**src/rtl/multiword_add_pkg.sv**
```systemverilog
// Shared types and helpers for the sequential multi-precision adder.
package multiword_add_pkg;

    // Controller states
    typedef enum logic [1:0] {
        IDLE = 2'd0,
        RUN  = 2'd1,
        DONE = 2'd2
    } state_t;

    // Default geometry: 4-bit chunks, 4 chunks -> 16-bit operands
    localparam int N_DEF     = 4;
    localparam int WORDS_DEF = 4;

    // Two's-complement overflow from the MSBs of A, effective B and the sum:
    // operands of equal sign producing a result of the other sign.
    function automatic logic add_ovf(input logic a_msb, input logic b_msb, input logic s_msb);
        return (a_msb == b_msb) && (s_msb != a_msb);
    endfunction

endpackage

```
**src/rtl/multiword_add_seq.sv**
```systemverilog
// Sequential multi-precision adder controller. Streams N-bit chunks of two
// W-bit operands (LSB chunk first) through an external N-bit ripple-carry
// adder, chaining the carry between cycles, and presents the full result
// with carry-out and signed-overflow flags.
// Optional build macro: MULTIWORD_SUB_EN adds a 'sub' input selecting A-B.
module multiword_add_seq
    import multiword_add_pkg::*;
#(
    parameter int N     = N_DEF,
    parameter int WORDS = WORDS_DEF,
    localparam int W    = N * WORDS,
    localparam int IW   = $clog2(WORDS)
) (
    input  logic         clk,
    input  logic         rst,
    input  logic         start,
`ifdef MULTIWORD_SUB_EN
    input  logic         sub,
`endif
    input  logic [W-1:0] a,
    input  logic [W-1:0] b,
    output logic         busy,
    output logic         done,
    output logic [W-1:0] sum,
    output logic         cout,
    output logic         overflow,
    output logic [N-1:0] add_a,
    output logic [N-1:0] add_b,
    output logic         add_cin,
    input  logic [N-1:0] add_s,
    input  logic         add_cout
);

    state_t         state_q, state_d;
    logic [IW-1:0]  idx_q, idx_d;
    logic [W-1:0]   a_q, a_d;
    logic [W-1:0]   b_q, b_d;
    logic           sub_q, sub_d;
    logic           carry_q, carry_d;
    logic [W-1:0]   sum_q, sum_d;
    logic           cout_q, cout_d;
    logic           ovf_q, ovf_d;

    logic           sub_in;
    logic           accept;
    logic           last_chunk;

`ifdef MULTIWORD_SUB_EN
    assign sub_in = sub;
`else
    assign sub_in = 1'b0;
`endif

    // A new operation may begin from IDLE or directly out of DONE
    assign accept     = start && ((state_q == IDLE) || (state_q == DONE));
    assign last_chunk = (idx_q == IW'(WORDS - 1));

    // Adder feed: current chunk of each operand while running, zero otherwise
    always_comb begin
        add_a   = '0;
        add_b   = '0;
        add_cin = 1'b0;
        if (state_q == RUN) begin
            add_a   = a_q[idx_q*N +: N];
            add_b   = b_q[idx_q*N +: N] ^ {N{sub_q}};
            add_cin = carry_q;
        end
    end

    // Next-state and datapath update
    always_comb begin
        state_d = state_q;
        idx_d   = idx_q;
        a_d     = a_q;
        b_d     = b_q;
        sub_d   = sub_q;
        carry_d = carry_q;
        sum_d   = sum_q;
        cout_d  = cout_q;
        ovf_d   = ovf_q;

        case (state_q)
            IDLE, DONE: begin
                if (accept) begin
                    a_d     = a;
                    b_d     = b;
                    sub_d   = sub_in;
                    // Subtraction is A + ~B + 1: the +1 enters as the first carry
                    carry_d = sub_in;
                    idx_d   = '0;
                    state_d = RUN;
                end else begin
                    state_d = IDLE;
                end
            end
            RUN: begin
                sum_d[idx_q*N +: N] = add_s;
                carry_d             = add_cout;
                if (last_chunk) begin
                    // Flags come straight from the MSB chunk as it is captured
                    cout_d  = add_cout;
                    ovf_d   = add_ovf(add_a[N-1], add_b[N-1], add_s[N-1]);
                    state_d = DONE;
                end else begin
                    idx_d = idx_q + 1'b1;
                end
            end
            default: state_d = IDLE;
        endcase
    end

    // State and datapath registers with synchronous reset
    always_ff @(posedge clk) begin
        if (rst) begin
            state_q <= IDLE;
            idx_q   <= '0;
            a_q     <= '0;
            b_q     <= '0;
            sub_q   <= 1'b0;
            carry_q <= 1'b0;
            sum_q   <= '0;
            cout_q  <= 1'b0;
            ovf_q   <= 1'b0;
        end else begin
            state_q <= state_d;
            idx_q   <= idx_d;
            a_q     <= a_d;
            b_q     <= b_d;
            sub_q   <= sub_d;
            carry_q <= carry_d;
            sum_q   <= sum_d;
            cout_q  <= cout_d;
            ovf_q   <= ovf_d;
        end
    end

    assign busy     = (state_q == RUN);
    assign done     = (state_q == DONE);
    assign sum      = sum_q;
    assign cout     = cout_q;
    assign overflow = ovf_q;

endmodule

```
**config.mk**
```make
export PLATFORM = sky130hd
export DESIGN_NAME = multiword_add_seq
export DESIGN_NICKNAME = d
export VERILOG_FILES = /design/src/rtl/multiword_add_pkg.sv /design/src/rtl/multiword_add_seq.sv
export SDC_FILE = /design/constraint.sdc
export NUM_CORES = 1
export LEC_CHECK = 0
export ABC_AREA = 1
export CORE_ASPECT_RATIO = 0.6
export CORE_MARGIN = 5
export CORE_UTILIZATION = 40
export DETAILED_ROUTE_END_ITERATION = 8
export PLACE_DENSITY = 0.69
export RECOVER_POWER = 25
export SETUP_SLACK_MARGIN = 0.1
export SLEW_MARGIN = 25
export SYNTH_ARGS = -nofsm -noshare
export SYNTH_HDL_FRONTEND = slang
export SYNTH_SLANG_ARGS = --single-unit
export TNS_END_PERCENT = 1
```
**constraint.sdc**
```tcl
create_clock -name clk -period 1.9 [get_ports clk]
set_input_delay 0.38 -clock clk [delete_from_list [all_inputs] [get_ports clk]]
set_output_delay 0.38 -clock clk [all_outputs]
set_load 0.005 [all_outputs]
```
Word level (Yosys, flattened, before mapping)
Index checks and enable logic that the tools add are counted.
{"block": "word_totals", "word_cells": 44, "out_inout_bits": 29, "in_bits": 40, "regBits": 55}
{"block": "op_classes", "shifts": 4, "muxes": 12, "eq_ne": 8, "addsub": 2, "n_reduce_logical": 10}
{"operator": "$neg A4 Y34", "count": 1}
{"operator": "$shift A4 B34 Y16 const A", "count": 1}
{"operator": "$shiftx A4 B34 Y16", "count": 1}
{"operator": "$shiftx A16 B5 Y4", "count": 2}
{"operator": "$bwmux W16", "count": 1}
{"operator": "$mux W4", "count": 2}
{"operator": "$pmux W2 S2", "count": 2}
{"operator": "$mux W2", "count": 3}
{"operator": "$reduce_and A2 Y1", "count": 3}
{"operator": "$eq A2 B2 Y1 const B", "count": 2}
{"operator": "$ne A2 B2 Y1 const B", "count": 2}
{"operator": "$mux W1", "count": 3}
{"operator": "$reduce_and A3 Y1", "count": 1}
{"operator": "$add A2 B1 Y2 const B", "count": 1}
{"operator": "$eq A2 B1 Y1 const B", "count": 1}
{"operator": "$logic_and A1 B1 Y1", "count": 2}
{"operator": "$logic_not A2 Y1", "count": 1}
{"operator": "$ne A2 B1 Y1 const B", "count": 1}
{"operator": "$pmux W1 S2", "count": 1}
{"operator": "$reduce_bool A2 Y1", "count": 1}
{"operator": "$reduce_or A2 Y1", "count": 1}
{"operator": "$eq A1 B1 Y1", "count": 1}
{"operator": "$logic_or A1 B1 Y1", "count": 1}
{"operator": "$ne A1 B1 Y1", "count": 1}

Logic depth before layout (Yosys ltp)
{"block": "logic_depth", "ltp_word": 5, "depth_mapped": 10, "depth_no_buf": 8}

Least setup slack after synthesis
No wires, ideal clock.
{"block": "synth_path", "path_type": "reg2reg", "from": "register idx_q[0]", "to": "register sum_q[10] (netlist: sum[10])", "t_required_ps": 1830, "synth_period_minus_slack_ps": 1678, "setup_ps": 70, "setup_slack_ps": 222, "arrival_time_ps": 1608, "stages_incl_launch_ff": 11, "path_buffers": 2, "path_cell_list": "dfxtp_1 > buf_4 > inv_2 > buf_2 > ha_1 > inv_2 > nor2_1 > nand2_1 > nor2_2 > nand3_1 > a21oi_1"}
{"block": "synth_via", "elab_chain_len": 3, "elab_cells_between_ends": 4, "classes_between": "add/sub (1); shift (2); mux (1)"}
{"element": "start, declared", "line": "multiword_add_seq.sv:35", "text": "logic [IW-1:0] idx_q, idx_d;"}
{"element": "start signal, assigned", "line": "multiword_add_seq.sv:126", "text": "idx_q <= idx_d;"}
{"element": "$neg A4 Y34 (*)", "line": "multiword_add_seq.sv:97", "text": "sum_d[idx_q*N +: N] = add_s;"}
{"element": "$shiftx A4 B34 Y16 / $shift A4 B34 Y16 (equally long branches)", "line": "multiword_add_seq.sv:97"}
{"element": "$bwmux W16 (*)", "line": "multiword_add_seq.sv:97"}
{"element": "end signal, assigned", "line": "multiword_add_seq.sv:131", "text": "sum_q <= sum_d;"}
{"element": "end, declared", "line": "multiword_add_seq.sv:40", "text": "logic [W-1:0] sum_q, sum_d;"}
Mark *: on every way between the ends. The rest lies on a longest branch, timed or not.
A chain may end at the register's enable or synchronous reset.

Worst setup path after layout
{"block": "layout_path", "from": "register idx_q[0]", "to": "output add_b[0]"}
{"block": "layout_via", "elab_chain_len": 2}
{"element": "$shiftx A16 B5 Y4", "line": "multiword_add_seq.sv:65", "text": "add_b = b_q[idx_q*N +: N] ^ {N{sub_q}};"}
{"element": "$mux W4", "line": "multiword_add_seq.sv:63", "text": "if (state_q == RUN) begin"}
{"element": "end, declared", "line": "multiword_add_seq.sv:28", "text": "output logic [N-1:0] add_b,"}
No other way between the ends.

==> impl_summary.log <==
[metrics] post-synthesis cell type with the largest combined area: sky130_fd_sc_hd__dfxtp_1
[metrics] post-detailed-routing wire length: 6540 µm
[metrics] wire length of the first global-routing pass: 10700 µm
[metrics] number of global-route vias before repair: 2214
[metrics] First DRT Iteration DRCs: 116
[metrics] WS Path Type: flop to primary output
[metrics] number of nets with antenna violations after routing: 0
[metrics] Cell variety after synth: 21
[metrics] RSZ-0062 raised after global routing: yes
[metrics] combined global-route utilization of all metal layers: 0.172
[metrics] buffer depth of the longest clock path: 2
[metrics] final net count: 461
[metrics] Initial Utilization: 0.420
[metrics] Peak Freq: 550 MHz
[metrics] commonest non-fill, non-tap cell in the layout: sky130_fd_sc_hd__nor2_1
[metrics] Die Y: 69.8 µm
[metrics] post-detailed-route DRC marker count: 0
[metrics] critical path, cell by cell: buf_6 -> buf_12 -> nor2_2 -> nor2_1 -> o21ai_1 -> a21oi_1 -> buf_2
[metrics] clock latency at the later pin of the worst-skew pair: 0.31 ns
[metrics] total CTS buffers: 5
[metrics] number of setup violations in the final report: 0
[metrics] Yosys reg bits: 55
[metrics] critical path's slowest cell: sky130_fd_sc_hd__dfxtp_4
[metrics] overflow left after global routing: 0
[metrics] clk sinks: 55
[metrics] root cell of the clock tree: sky130_fd_sc_hd__clkbuf_8
[metrics] Netlist Area Pre-Place: 0.00238 mm²
[metrics] quantity of I/O buffers inserted on ports: 68
[metrics] number of maximum-capacitance constraint violations: 0
[metrics] gpl congestion: 0.827
[metrics] Die Footprint: 0.00765 mm²
[metrics] final non-filler cell area: 0.00338 mm²
[metrics] largest cells by area after synthesis: sky130_fd_sc_hd__dfxtp_1 (46%), sky130_fd_sc_hd__nor2_1 (16%), sky130_fd_sc_hd__o21ai_0 (9.7%)
[metrics] Final Critical Period: 1.82 ns
[metrics] highest ir drop seen on vdd: 286 µV
[metrics] number of standard cells after synthesis: 342
[metrics] static leakage: 1.42 nW
[metrics] Crit. End Element: primary output
[metrics] std cell rows: 21
[metrics] Post-Route Skew: 0.0100 ns
[metrics] status: finished, final reports clean
[metrics] number of optimization iterations in the first detailed-route pass: 4
[metrics] routed len/inst: 13.2 µm
[metrics] die width: 110 µm
[metrics] maximum number of pins on one net before global-route repair: 36
[metrics] yosys synthesis warning count: 0
[metrics] max-slew violation total from the final report: 0
[metrics] sequential-to-total area share from yosys stat: 0.462
[metrics] post-route fraction of the period consumed by the critical path: 0.957
[metrics] ratio of cells with drive above 1 in the final layout: 0.127
[metrics] headroom to the max-slew limit: 0.446
[metrics] number of antenna violations at the first check in global routing: 0
[metrics] Final Hold Vio Count: 0
[metrics] dpl hpwl: 4740 µm
[metrics] TritonCTS clock tree: built
[metrics] Crit path required time: 1.52 ns
[metrics] maximum cell stage delay along the critical path: 0.39 ns
[metrics] Design Power: 0.00251 W
[metrics] Core Footprint: 0.00568 mm²
[metrics] number of H-tree levels: 2
[metrics] Placement Cell Area: 0.00319 mm²
[metrics] area added between synthesis and finish: 41.9%
[metrics] worst-path maximum fanout: 8
[metrics] clock transition time at the flip-flop clock pins of the worst setup and hold paths: 0.09 ns
[metrics] Cell Pwr Density: 741 mW/mm²
[metrics] diodes inserted: 0
[metrics] actual transition at the worst max-transition pin: 0.830 ns
[metrics] average cell area after synthesis: 6.97 µm²
[metrics] number of vias per cell: 4.80
[metrics] via count of the routed design: 2386
[metrics] launching element type of the critical path: flop
[metrics] class of the worst hold path: flop to flop
[metrics] Syn Nets: 387
[metrics] highest-count cells in the layout ignoring fill and taps: sky130_fd_sc_hd__nor2_1 (97), sky130_fd_sc_hd__nand2_1 (54), sky130_fd_sc_hd__dfxtp_1 (52)
[metrics] number of ports placed on the die boundary: 69
[metrics] Worst EP arrival: 1.44 ns
[metrics] fraction of synthesized cell area taken by the top area cell type: 0.462
[power by group]
| group | switching [W] | leakage, nW | internal [W] |
|---|---|---|---|
| clock | 0.000358 | 0.0515 | 0.000333 |
| combinational | 0.000296 | 0.917 | 0.000256 |
| sequential | 0.0000419 | 0.454 | 0.00122 |
[cell usage after synthesis]
master	instances
sky130_fd_sc_hd__buf_4	1
sky130_fd_sc_hd__nand3_1	11
sky130_fd_sc_hd__a21oi_1	26
sky130_fd_sc_hd__nor4_2	1
sky130_fd_sc_hd__nor3_2	2
sky130_fd_sc_hd__ha_1	5
sky130_fd_sc_hd__nand2_2	3
sky130_fd_sc_hd__nand2_1	55
sky130_fd_sc_hd__o211ai_1	1
sky130_fd_sc_hd__nor2_1	101
sky130_fd_sc_hd__clkinv_2	1
sky130_fd_sc_hd__nor3_1	2
sky130_fd_sc_hd__inv_2	4
sky130_fd_sc_hd__inv_1	10
sky130_fd_sc_hd__buf_6	1
sky130_fd_sc_hd__nor2_2	1
sky130_fd_sc_hd__a211oi_1	1
sky130_fd_sc_hd__o21ai_0	46
sky130_fd_sc_hd__buf_2	3
sky130_fd_sc_hd__clkbuf_1	12
sky130_fd_sc_hd__dfxtp_1	55
[final timing paths]
kind | start | end | slack (ns) | depth (start not counted)
hold reg to reg | carry_q$_SDFFE_PP0P_ | carry_q$_SDFFE_PP0P_ | 0.45 | 2
setup / recovery | idx_q[0]$_SDFFE_PP0P_ | add_b[0] | 0.08 | 7
setup reg to reg | idx_q[0]$_SDFFE_PP0P_ | sum[10]$_SDFFE_PP0P_ | 0.13 | 10
hold / removal | carry_q$_SDFFE_PP0P_ | carry_q$_SDFFE_PP0P_ | 0.45 | 2
[routing by layer]
layer / share of wire / global-route usage
met1: 0.51 / 0.266
met3: 0.072 / 0.0502
met4: 0.0037 / 0.0332
met2: 0.41 / 0.233
met5: 0 / 0
[sequential cells by signal, summed over array words and instances (netlist names)]
register / cells
overflow: 1
a_q: 16
idx_q: 2
cout: 1
b_q: 16
carry_q: 1
state_q: 2
sum: 16
[layout make-up]
cell class                 count  area (µm²)
fill                         547        2290
multi-input combinational    255        1200
sequential                    55        1110
timing repair buffer          84         806
clock buffer                   8         100
tap                           80         100
inverter                      15        65.1
[worst max-delay path, delay by kind of cell, from the launching register on]
family,cells,cell delay [ns]
and+or+nand+nor,2,0.14
DFF,1,0.39
AOI/OAI and AO/OA,2,0.23
buffers and inverters,3,0.36
[logic make-up after synthesis]
kind of cell / after synthesis / synth area share
and+or+nand+nor: 176 / 0.297
AOI/OAI and AO/OA: 74 / 0.157
DFF: 55 / 0.462
buffers and inverters: 32 / 0.0572
adders and majority gates: 5 / 0.0262
[through the flow]
stage               setup slack, ns  instances  TNS [ns]   util  hold slack [ns]
global route                -0.0294        497   -0.0548  0.596            0.475
CTS                         -0.0684        494    -0.121  0.586            0.458
global placement            -0.0481        485   -0.0581  0.562            0.438
detailed placement          -0.0324        485   -0.0526  0.562            0.444
finish                       0.0824        497         0  0.596            0.454
floorplan                     0.222        342         0      -            0.431
[repair_timing]
item / CTS / global route
hold buffers: 0 / 0
resized for setup: 32 / 26
endpoints found under the setup margin: 18 / 22
pin swaps: 3 / 11
buffers inserted: 1 / 3
(Power assumes the default switching activity.)
